`src/rtl/instr_encoder_if.sv`:
```
`timescale 1ns/1ps
// Handshake bundle between the instruction encoder and its producer/consumer.
// The slave modport is the encoder's view; the master modport is the driver's view.
interface instr_encoder_if #(
    parameter int ADDR_W = 32
);
    logic              in_valid;
    logic              in_ready;
    logic              in_mem_read;
    logic              in_mem_write;
    logic              in_wb_en;
    logic              in_is_imm;
    logic [1:0]        in_br;
    logic [3:0]        in_exe_cmd;
    logic              in_sla;
    logic [4:0]        in_dest;
    logic [4:0]        in_src1;
    logic [15:0]       in_src2_imm;
    logic              out_valid;
    logic              out_ready;
    logic [31:0]       out_instr;
    logic [ADDR_W-1:0] out_addr;
    logic              err;

    modport master (
        output in_valid, in_mem_read, in_mem_write, in_wb_en, in_is_imm, in_br,
               in_exe_cmd, in_sla, in_dest, in_src1, in_src2_imm, out_ready,
        input  in_ready, out_valid, out_instr, out_addr, err
    );

    modport slave (
        input  in_valid, in_mem_read, in_mem_write, in_wb_en, in_is_imm, in_br,
               in_exe_cmd, in_sla, in_dest, in_src1, in_src2_imm, out_ready,
        output in_ready, out_valid, out_instr, out_addr, err
    );
endinterface

```
`src/rtl/instr_encoder.sv`:
```
`timescale 1ns/1ps
// Packs a decoded control bundle back into a 32-bit instruction word and streams it out
// of a small FIFO with a running byte address. Define ENCODER_ILLEGAL_TRAP_EN to drop
// illegal bundles and pulse err instead of pushing a NOP word.
module instr_encoder #(
    parameter int          DEPTH     = 4,
    parameter int          ADDR_W    = 32,
    parameter int unsigned BASE_ADDR = 0,
    parameter int unsigned ADDR_STEP = 4
) (
    input logic             clk,
    input logic             rst,
    input logic             flush,
    instr_encoder_if.slave  bus
);
    localparam int PTR_W = $clog2(DEPTH);

    logic [5:0]        enc_op;
    logic              enc_legal;
    logic [15:0]       enc_low16;
    logic [31:0]       enc_word;
    logic              no_mem;

    logic [31:0]       mem [DEPTH];
    logic [PTR_W:0]    wr_ptr;
    logic [PTR_W:0]    rd_ptr;
    logic [ADDR_W-1:0] addr_q;
    logic              full;
    logic              empty;
    logic              in_ready_int;
    logic              accept;
    logic              push;
    logic              pop;

    assign no_mem = !bus.in_mem_read && !bus.in_mem_write;

    always_comb begin
        enc_op    = 6'b000000;
        enc_legal = 1'b0;
        if (no_mem && !bus.in_wb_en && !bus.in_is_imm && bus.in_br == 2'b00
                && bus.in_exe_cmd == 4'b0000) begin
            enc_legal = 1'b1;
        end else if (no_mem && bus.in_wb_en && !bus.in_is_imm && bus.in_br == 2'b00) begin
            enc_legal = 1'b1;
            case (bus.in_exe_cmd)
                4'b0000: enc_op = 6'b000001;
                4'b0010: enc_op = 6'b000011;
                4'b0100: enc_op = 6'b000101;
                4'b0101: enc_op = 6'b000110;
                4'b0110: enc_op = 6'b000111;
                4'b0111: enc_op = 6'b001000;
                4'b1000: enc_op = bus.in_sla ? 6'b001001 : 6'b001010;
                4'b1001: enc_op = 6'b001011;
                4'b1010: enc_op = 6'b001100;
                default: enc_legal = 1'b0;
            endcase
        end else if (no_mem && bus.in_wb_en && bus.in_is_imm && bus.in_br == 2'b00) begin
            enc_legal = 1'b1;
            case (bus.in_exe_cmd)
                4'b0000: enc_op = 6'b100000;
                4'b0010: enc_op = 6'b100001;
                default: enc_legal = 1'b0;
            endcase
        end else if (bus.in_mem_read && !bus.in_mem_write && bus.in_wb_en && bus.in_is_imm
                && bus.in_br == 2'b00 && bus.in_exe_cmd == 4'b0000) begin
            enc_legal = 1'b1;
            enc_op    = 6'b100100;
        end else if (bus.in_mem_write && !bus.in_mem_read && !bus.in_wb_en && bus.in_is_imm
                && bus.in_br == 2'b00 && bus.in_exe_cmd == 4'b0000) begin
            enc_legal = 1'b1;
            enc_op    = 6'b100101;
        end else if (no_mem && !bus.in_wb_en && bus.in_is_imm && bus.in_br != 2'b00
                && bus.in_exe_cmd == 4'b0000) begin
            enc_legal = 1'b1;
            case (bus.in_br)
                2'b01:   enc_op = 6'b101000;
                2'b10:   enc_op = 6'b101001;
                default: enc_op = 6'b101010;
            endcase
        end
    end

    assign enc_low16 = bus.in_is_imm ? bus.in_src2_imm : {bus.in_src2_imm[4:0], 11'b0};
    // NOP and illegal bundles both carry op 0; the whole word is zeroed, fields included.
    assign enc_word  = (enc_legal && enc_op != 6'b000000)
                     ? {enc_op, bus.in_dest, bus.in_src1, enc_low16} : 32'h0;

    assign empty        = (wr_ptr == rd_ptr);
    assign full         = (wr_ptr[PTR_W] != rd_ptr[PTR_W])
                       && (wr_ptr[PTR_W-1:0] == rd_ptr[PTR_W-1:0]);
    assign in_ready_int = !full && !flush;
    assign accept       = bus.in_valid && in_ready_int;
    assign pop          = !empty && bus.out_ready && !flush;

`ifdef ENCODER_ILLEGAL_TRAP_EN
    logic err_q;

    assign push = accept && enc_legal;

    always_ff @(posedge clk or posedge rst) begin
        if (rst) begin
            err_q <= 1'b0;
        end else begin
            err_q <= accept && !enc_legal;
        end
    end

    assign bus.err = err_q;
`else
    assign push    = accept;
    assign bus.err = 1'b0;
`endif

    always_ff @(posedge clk or posedge rst) begin
        if (rst) begin
            wr_ptr <= '0;
            rd_ptr <= '0;
            addr_q <= ADDR_W'(BASE_ADDR);
        end else if (flush) begin
            wr_ptr <= '0;
            rd_ptr <= '0;
            addr_q <= ADDR_W'(BASE_ADDR);
        end else begin
            if (push) begin
                wr_ptr <= wr_ptr + 1'b1;
            end
            if (pop) begin
                rd_ptr <= rd_ptr + 1'b1;
                addr_q <= addr_q + ADDR_W'(ADDR_STEP);
            end
        end
    end

    // Storage needs no reset: the pointers alone decide what is visible.
    always_ff @(posedge clk) begin
        if (push) begin
            mem[wr_ptr[PTR_W-1:0]] <= enc_word;
        end
    end

    assign bus.in_ready  = in_ready_int;
    assign bus.out_valid = !empty;
    assign bus.out_instr = empty ? 32'h0 : mem[rd_ptr[PTR_W-1:0]];
    assign bus.out_addr  = addr_q;
endmodule

```
`src/flat_wrapper.sv`:
```
// flat-port wrapper written by rule: the top's interface ports become plain ports
module instr_encoder_flat 
#(
    parameter int          DEPTH     = 4,
    parameter int          ADDR_W    = 32,
    parameter int unsigned BASE_ADDR = 0,
    parameter int unsigned ADDR_STEP = 4
)
  (clk, rst, flush, bus_in_valid, bus_in_mem_read, bus_in_mem_write, bus_in_wb_en, bus_in_is_imm, bus_in_br, bus_in_exe_cmd, bus_in_sla, bus_in_dest, bus_in_src1, bus_in_src2_imm, bus_out_ready, bus_in_ready, bus_out_valid, bus_out_instr, bus_out_addr, bus_err);
  instr_encoder_if #(.ADDR_W(ADDR_W)) bus_i ();
  input logic clk;
  input logic rst;
  input logic flush;
  input wire logic [$bits(bus_i.in_valid)-1:0] bus_in_valid;
  input wire logic [$bits(bus_i.in_mem_read)-1:0] bus_in_mem_read;
  input wire logic [$bits(bus_i.in_mem_write)-1:0] bus_in_mem_write;
  input wire logic [$bits(bus_i.in_wb_en)-1:0] bus_in_wb_en;
  input wire logic [$bits(bus_i.in_is_imm)-1:0] bus_in_is_imm;
  input wire logic [$bits(bus_i.in_br)-1:0] bus_in_br;
  input wire logic [$bits(bus_i.in_exe_cmd)-1:0] bus_in_exe_cmd;
  input wire logic [$bits(bus_i.in_sla)-1:0] bus_in_sla;
  input wire logic [$bits(bus_i.in_dest)-1:0] bus_in_dest;
  input wire logic [$bits(bus_i.in_src1)-1:0] bus_in_src1;
  input wire logic [$bits(bus_i.in_src2_imm)-1:0] bus_in_src2_imm;
  input wire logic [$bits(bus_i.out_ready)-1:0] bus_out_ready;
  output wire logic [$bits(bus_i.in_ready)-1:0] bus_in_ready;
  output wire logic [$bits(bus_i.out_valid)-1:0] bus_out_valid;
  output wire logic [$bits(bus_i.out_instr)-1:0] bus_out_instr;
  output wire logic [$bits(bus_i.out_addr)-1:0] bus_out_addr;
  output wire logic [$bits(bus_i.err)-1:0] bus_err;
  assign bus_i.in_valid = bus_in_valid;
  assign bus_i.in_mem_read = bus_in_mem_read;
  assign bus_i.in_mem_write = bus_in_mem_write;
  assign bus_i.in_wb_en = bus_in_wb_en;
  assign bus_i.in_is_imm = bus_in_is_imm;
  assign bus_i.in_br = bus_in_br;
  assign bus_i.in_exe_cmd = bus_in_exe_cmd;
  assign bus_i.in_sla = bus_in_sla;
  assign bus_i.in_dest = bus_in_dest;
  assign bus_i.in_src1 = bus_in_src1;
  assign bus_i.in_src2_imm = bus_in_src2_imm;
  assign bus_i.out_ready = bus_out_ready;
  assign bus_in_ready = bus_i.in_ready;
  assign bus_out_valid = bus_i.out_valid;
  assign bus_out_instr = bus_i.out_instr;
  assign bus_out_addr = bus_i.out_addr;
  assign bus_err = bus_i.err;
  instr_encoder #(.DEPTH(DEPTH), .ADDR_W(ADDR_W), .BASE_ADDR(BASE_ADDR), .ADDR_STEP(ADDR_STEP)) u_core (.clk(clk), .rst(rst), .flush(flush), .bus(bus_i));
endmodule
```
`config.mk`:
```
export PLATFORM = sky130hd
export DESIGN_NAME = instr_encoder_flat
export DESIGN_NICKNAME = d
export VERILOG_FILES = /design/src/rtl/instr_encoder_if.sv /design/src/rtl/instr_encoder.sv /design/src/flat_wrapper.sv
export SDC_FILE = /design/constraint.sdc
export NUM_CORES = 1
export LEC_CHECK = 0
export CAP_MARGIN = 5
export CORE_ASPECT_RATIO = 0.6
export CORE_MARGIN = 3
export CORE_UTILIZATION = 58
export CTS_BUF_LIST = sky130_fd_sc_hd__clkbuf_16
export DETAILED_ROUTE_END_ITERATION = 10
export GPL_TIMING_DRIVEN = 0
export HOLD_SLACK_MARGIN = 0.03
export PLACE_DENSITY = 0.94
export SYNTH_ARGS = -nofsm -noshare
export SYNTH_HDL_FRONTEND = slang
export SYNTH_SLANG_ARGS = --single-unit
```
`constraint.sdc`:
```
create_clock -name clk -period 5.27 [get_ports clk]
set_clock_uncertainty 0.2 [all_clocks]
set_input_delay 0.7905 -clock clk [delete_from_list [all_inputs] [get_ports clk]]
set_output_delay 0.7905 -clock clk [all_outputs]
set_load 0.02 [all_outputs]
```
=== Yosys cells after proc, flatten, opt, wreduce, memory -nomap -nowiden ===
Memory sizes are Yosys's and may differ from the RTL's.
Index checks and enable logic that the tools add are counted.

* Word-level logic and storage cells: 93
* Memories: 1
* Register bits: 38
* Bits in writable memories: 128
* Output and inout bits: 67
* Bits of input ports: 42

* Add/sub/neg operators: 3
* Muxes and demuxes: 29
* Equality and inequality tests: 13
* Reductions and logical operators: 44

{| class="wikitable"
|+ Memory list
! memory !! depth !! bits a word !! read ports !! clocked after memory_dff !! wr ports !! line !! source
|-
| u_core.mem || 4 || 32 || 1 || 0 || 1 || instr_encoder.sv:24 || <nowiki>logic [31:0] mem [DEPTH];</nowiki>
|}

{| class="wikitable"
|+ Operators by type and width
! operator !! count
|-
| two-way mux 32 bit || 4
|-
| one-hot mux 6 bit (9 select lines) || 1
|-
| two-way mux 6 bit || 6
|-
| adder 32 x 3 -> 32 bit (second input constant) || 1
|-
| logical AND 1 bit || 29
|-
| == test 4 x 3 -> 1 bit (second input constant) || 4
|-
| two-way mux 16 bit || 1
|-
| == test 4 bit (second input constant) || 3
|-
| two-way mux 3 bit || 4
|-
| one-hot mux 6 bit (2 select lines) || 1
|-
| two-way mux 1 bit || 10
|-
| OR reduction 9 bit || 1
|-
| logical NOT 1 bit || 7
|-
| adder 3 x 1 -> 3 bit (second input constant) || 2
|-
| nonzero test 2 bit || 3
|-
| nonzero test 6 bit || 1
|-
| == test 4 x 2 -> 1 bit (second input constant) || 1
|-
| logical NOT 4 bit || 1
|-
| one-hot mux 2 bit (2 select lines) || 1
|-
| == test 3 bit || 1
|-
| == test 2 x 1 -> 1 bit (second input constant) || 1
|-
| == test 2 bit || 1
|-
| == test 2 bit (second input constant) || 1
|-
| logical NOT 2 bit || 1
|-
| other kinds (3) || 3
|}

=== Longest topological paths before layout ===
* Depth after elaboration: 15
* Gate-level depth with buffers: 8
* Gate-level depth less buffers: 7

=== Least setup slack after synthesis ===
OpenSTA, ideal clock, no wires.

* Path type: input to register
* Start point: input port bus_in_valid
* End point: memory u_core.mem[3][0], enable pin
* Data required time: 4.678 ns
* Data arrival time: 2.084 ns
* Setup slack: 2.594 ns
* Stages: 3
* Buffers on the path: 0
* Library setup time: 0.392 ns
* Path through: inv_1 -> a311oi_2 -> and2_1

* Word-level cells in the longest chain between the ends: 3

{| class="wikitable"
|+ Ends and longest elaborated chain
! what !! line !! source
|-
| start: declaration || flat_wrapper.sv:14 || <nowiki>input wire logic [$bits(bus_i.in_valid)-1:0] bus_in_valid;</nowiki>
|-
| logical AND 1 bit || instr_encoder.sv:92 || <nowiki>assign accept = bus.in_valid && in_ready_int;</nowiki>
|-
| two-way mux 1 bit || instr_encoder.sv:136 || <nowiki>if (push) begin</nowiki>
|-
| two-way mux 1 bit (implied by the code) || instr_encoder.sv:137 || <nowiki>mem[wr_ptr[PTR_W-1:0]] <= enc_word;</nowiki>
|-
| end: declaration || instr_encoder.sv:24 ||
|}

No other way between the ends.

=== Worst setup path in the final report ===
* Start point: register u_core.rd_ptr[0]
* End point: output port bus_out_instr[18]

* Word-level cells in the longest chain between the ends: 2
* Elaborated cells on any way between the ends: 3
* Those cells by class: eq/ne: 1; mux: 1; memory: 1

{| class="wikitable"
|+ Ends and longest elaborated chain
! what !! line !! source
|-
| start: declaration || instr_encoder.sv:26 || <nowiki>logic [PTR_W:0] rd_ptr;</nowiki>
|-
| start signal: assignment || instr_encoder.sv:128 || <nowiki>rd_ptr <= rd_ptr + 1'b1;</nowiki>
|-
| memory (4 x 32 bit) or == test 3 bit (tied branches) || n/a ||
|-
| two-way mux 32 bit * || instr_encoder.sv:143 || <nowiki>assign bus.out_instr = empty ? 32'h0 : mem[rd_ptr[PTR_W-1:0]];</nowiki>
|-
| end: declaration || flat_wrapper.sv:28 || <nowiki>output wire logic [$bits(bus_i.out_instr)-1:0] bus_out_instr;</nowiki>
|}

Every way passes the cells marked *; elsewhere a longest branch is shown, timed or not.

==> implementation parameters <==
Parameter                              Value

Setup path
  Type of the worst setup path ... reg -> out
  Worst Setup End Kind ... primary output
  Worst setup slack for register-to-register paths ... 2.45 ns
  Data arrival time of the critical path ... 2.83 ns
  Launch instance of the worst register-to-register path ... u_core.rd_ptr[0]$_DFFE_PP0N_
  Reg-to-Reg End ... u_core.wr_ptr[2]$_DFFE_PP0P_
  Depth of the worst register-to-register path ... 6
  CP Data Required Time ... 4.28 ns
  Critical path fanouts, max ... 10
  Critical path startpoint category ... flip-flop

Global routing
  Number of global-route vias before repair ... 4939
  Overall routing resource usage ... 0.260
  Met3 GRT Util ... 0.0598
  Number of antenna violations at the first check in global routing ... 0
  Pin count of the biggest net entering global routing ... 33
  First-pass GRT wire length ... 27.2 mm
  Busiest grt layer ... met2
  Met1 usage ... 0.356
  Residual overflow from global routing ... 0
  Met2 capacity usage during global routing ... 0.419

Floorplan
  Die X ... 150 microns
  Die boundary height ... 92.2 microns
  Core Box Area ... 11700 sq um
  Number of placed I/O pins ... 109
  Standard-cell row count ... 30
  Initial cell density of the core ... 0.615
  Die Outline Area ... 13800 sq um

Pwr
  Comb power frac ... 0.240
  Leakage ... 3.35 nW
  Part of the total power dissipated in the clock network ... 0.361
  Sequential group share of total power ... 0.399
  Switching part of the total ... 0.284
  Pint ... 2.52 mW
  Worst-case vdd ir drop ... 0.320 mV
  Total power ... 3.53 mW
  Power density over the cells ... 390 nW/um^2
  Power spent charging and discharging nets ... 1.00 mW

Logic synthesis
  Synth warnings ... 0
  Post-synth EDFFs ... 124
  Cell type with the highest aggregate area in the netlist ... sky130_fd_sc_hd__edfxtp_1
  Mean Syn Cell Area ... 14.7 sq um
  Post-synth ARST share ... 0.225
  Proportion of synthesized chip area in sequential cells ... 0.644
  Instance count of the mapped netlist ... 487
  Area share of the largest cell type after synthesis ... 0.519
  Post-synth top flop ... sky130_fd_sc_hd__edfxtp_1
  Number of synthesized register bits ... 160
  Synth area leaders ... sky130_fd_sc_hd__edfxtp_1 (52%), sky130_fd_sc_hd__dfrtp_1 (13%), sky130_fd_sc_hd__mux4_2 (9.7%)
  Count of cell types in the netlist ... 47
  Netlist area before placement ... 7180 sq um

Timing
  Final count of hold timing violations ... 0
  Total of endpoints with negative setup slack in the final report ... 0
  Pin slew with the least headroom to its limit ... 0.897 ns
  Final Critical Period ... 3.82 ns
  Highest Clock Rate ... 262 MHz
  Fraction of the cycle the final worst path needs ... 0.725
  Hold_ws ... 0.397 ns
  Final Max Tran Viols ... 0
  Setup TNS after final layout ... 0 ns
  Setup repair after global routing missed its margin ... false
  Worst slew slack as a fraction of its limit ... 0.402

Clock tree
  Clock transition at the registers of the reported paths ... 0.07 ns
  Number of sinks on the clock net ... 160
  Post-CTS Setup Inserts ... 0
  CTS tree ... built
  Htree depth ... 4
  Clk_lat worst skew ... 0.42 ns
  Root buf cell ... sky130_fd_sc_hd__clkbuf_16
  Quantity of gates resized following cts ... 0
  Clock Tree Buf Depth ... 2
  Number of buffers inserted by hold repair at cts ... 0
  Number of buffers inserted during clock tree synthesis ... 17

Status
  Status ... finished, final reports clean

Route
  Number of nets still failing antenna checks after routing ... 0
  Via Count ... 4672
  Vias per std cell ... 5.96
  Post-detailed-route wirelength per cell ... 21.8 microns
  First drt pass iteration count ... 5
  Iteration-0 DRC count of the detailed router ... 464
  DRC violations left ... 0
  Wire length after detailed routing ... 17.1 mm

Worst hold path
  Cell count of the worst hold path ... 2
  Worst min-delay path category ... reg -> reg
  Destination of the worst hold path ... u_core.bus.out_addr[7]$_DFFE_PP0N_
  Hold Startpoint ... u_core.bus.out_addr[7]$_DFFE_PP0N_

Finish
  Area growth from synthesis to final layout ... 26.0%
  Commonest cells after routing, fill and taps aside ... sky130_fd_sc_hd__edfxtp_1 (124), sky130_fd_sc_hd__clkdlybuf4s50_1 (101), sky130_fd_sc_hd__and2_1 (43)
  Layout cell share with drive strength beyond 1 ... 0.144
  Antenna fix cells ... 0
  Leading cell type in the layout, fill and taps excluded ... sky130_fd_sc_hd__edfxtp_1
  Final nets ... 661
  Final instance count without filler cells ... 784

Place
  Number of instances in the placed design ... 752
  Routability congestion estimate ... 0.855
  Final HPWL DP ... 11.2 mm
  # port buffers ... 101

Flow run
  Max-cap viol count ... 0
-- cells in the mapped netlist, drive strengths merged, types with 2 or more instances --
master	count
edfxtp	124
and2	47
nor2	41
dfrtp	36
mux4	31
xor2	27
nand3	21
and3	16
nand2	16
buf	15
clkbuf	15
nand4	11
inv	10
o21ai	9
ha	8
xnor2	8
mux2i	7
nor2b	6
a21oi	5
nand2b	4
nor3	4
a31oi	3
and4	3
a2bb2oi	2
nand3b	2
nor4	2
o31ai	2
or3	2
-- layer usage --
layer | routed length (microns) | share of wire
met5 | 0 | 0
met4 | 317 | 0.019
met3 | 1160 | 0.068
met2 | 8480 | 0.50
met1 | 7120 | 0.42
-- registers in the layout, indices dropped and copies added, names as in the netlist --
register             cells
u_core.wr_ptr            3
u_core.rd_ptr            3
u_core.mem             124
u_core.bus.out_addr     30
-- area by class of cell --
type                            instances  area (sq um)
Buffer                                 30           156
Clock buffer                           17           425
Clock inverter                         15           186
Fill cell                             623          2630
Inverter                               10          37.5
Multi-Input combinational cell        290          2380
Sequential cell                       160          4620
Tap cell                              160           200
Timing Repair Buffer                  102          1040
-- through the flow --
step | setup WS, ns | area [sq um] | utilization
detailed placement | 1.82 | 8430 | 0.722
CTS | 1.43 | 9040 | 0.775
floorplan | 2.59 | 7190 | -
global placement | 1.59 | 8400 | 0.720
global route | 1.28 | 9040 | 0.775
finish | 1.45 | 9040 | 0.775
-- worst max-delay path by stage --
stage                                 startpoint  slack (ns)                     endpoint
floorplan                           bus_in_valid        2.59   u_core.mem[3][0]$_DFFE_PP_
global placement                    bus_in_valid        1.59  u_core.mem[3][25]$_DFFE_PP_
detailed placement             bus_in_exe_cmd[1]        1.82  u_core.mem[0][11]$_DFFE_PP_
CTS                 u_core.rd_ptr[1]$_DFFE_PP0N_        1.43            bus_out_instr[24]
global route        u_core.rd_ptr[1]$_DFFE_PP0N_        1.28            bus_out_instr[18]
finish              u_core.rd_ptr[0]$_DFFE_PP0N_        1.45            bus_out_instr[18]
-- kinds of logic (layout without fill, tap and decap cells) --
kind of cell	after synthesis	count (layout)	share of synthesized area
and+or+nand+nor	177	177	0.135
adders and majority gates	8	8	0.0139
other	1	4	0.000522
muxes	39	39	0.109
DFF	160	160	0.644
AOI/OAI and AO/OA	27	27	0.0281
buffers and inverters	40	174	0.0270
xor gates and xnor gates	35	35	0.0427
-- power by group through the flow --
stage / combinational [mW] / sequential (mW) / clock [mW]
5_1_grt: 0.898 / 1.41 / 1.34
4_1_cts: 0.852 / 1.41 / 1.28
6_report: 0.846 / 1.41 / 1.27
2_1_floorplan: 0.480 / 1.43 / 0
3_5_place_dp: 0.845 / 1.43 / 0
3_3_place_gp: 0.819 / 1.43 / 0
-- worst max-delay path: stages (launching register included) --
cell,delay (ns)
sky130_fd_sc_hd__dfrtp_1,0.39
sky130_fd_sc_hd__buf_2,0.18
sky130_fd_sc_hd__xnor2_1,0.41
sky130_fd_sc_hd__nand3_1,0.34
sky130_fd_sc_hd__clkbuf_1,0.31
sky130_fd_sc_hd__and2_1,0.24
sky130_fd_sc_hd__clkdlybuf4s50_1,0.55
No activity file was read; power rests on OpenSTA's default activity.
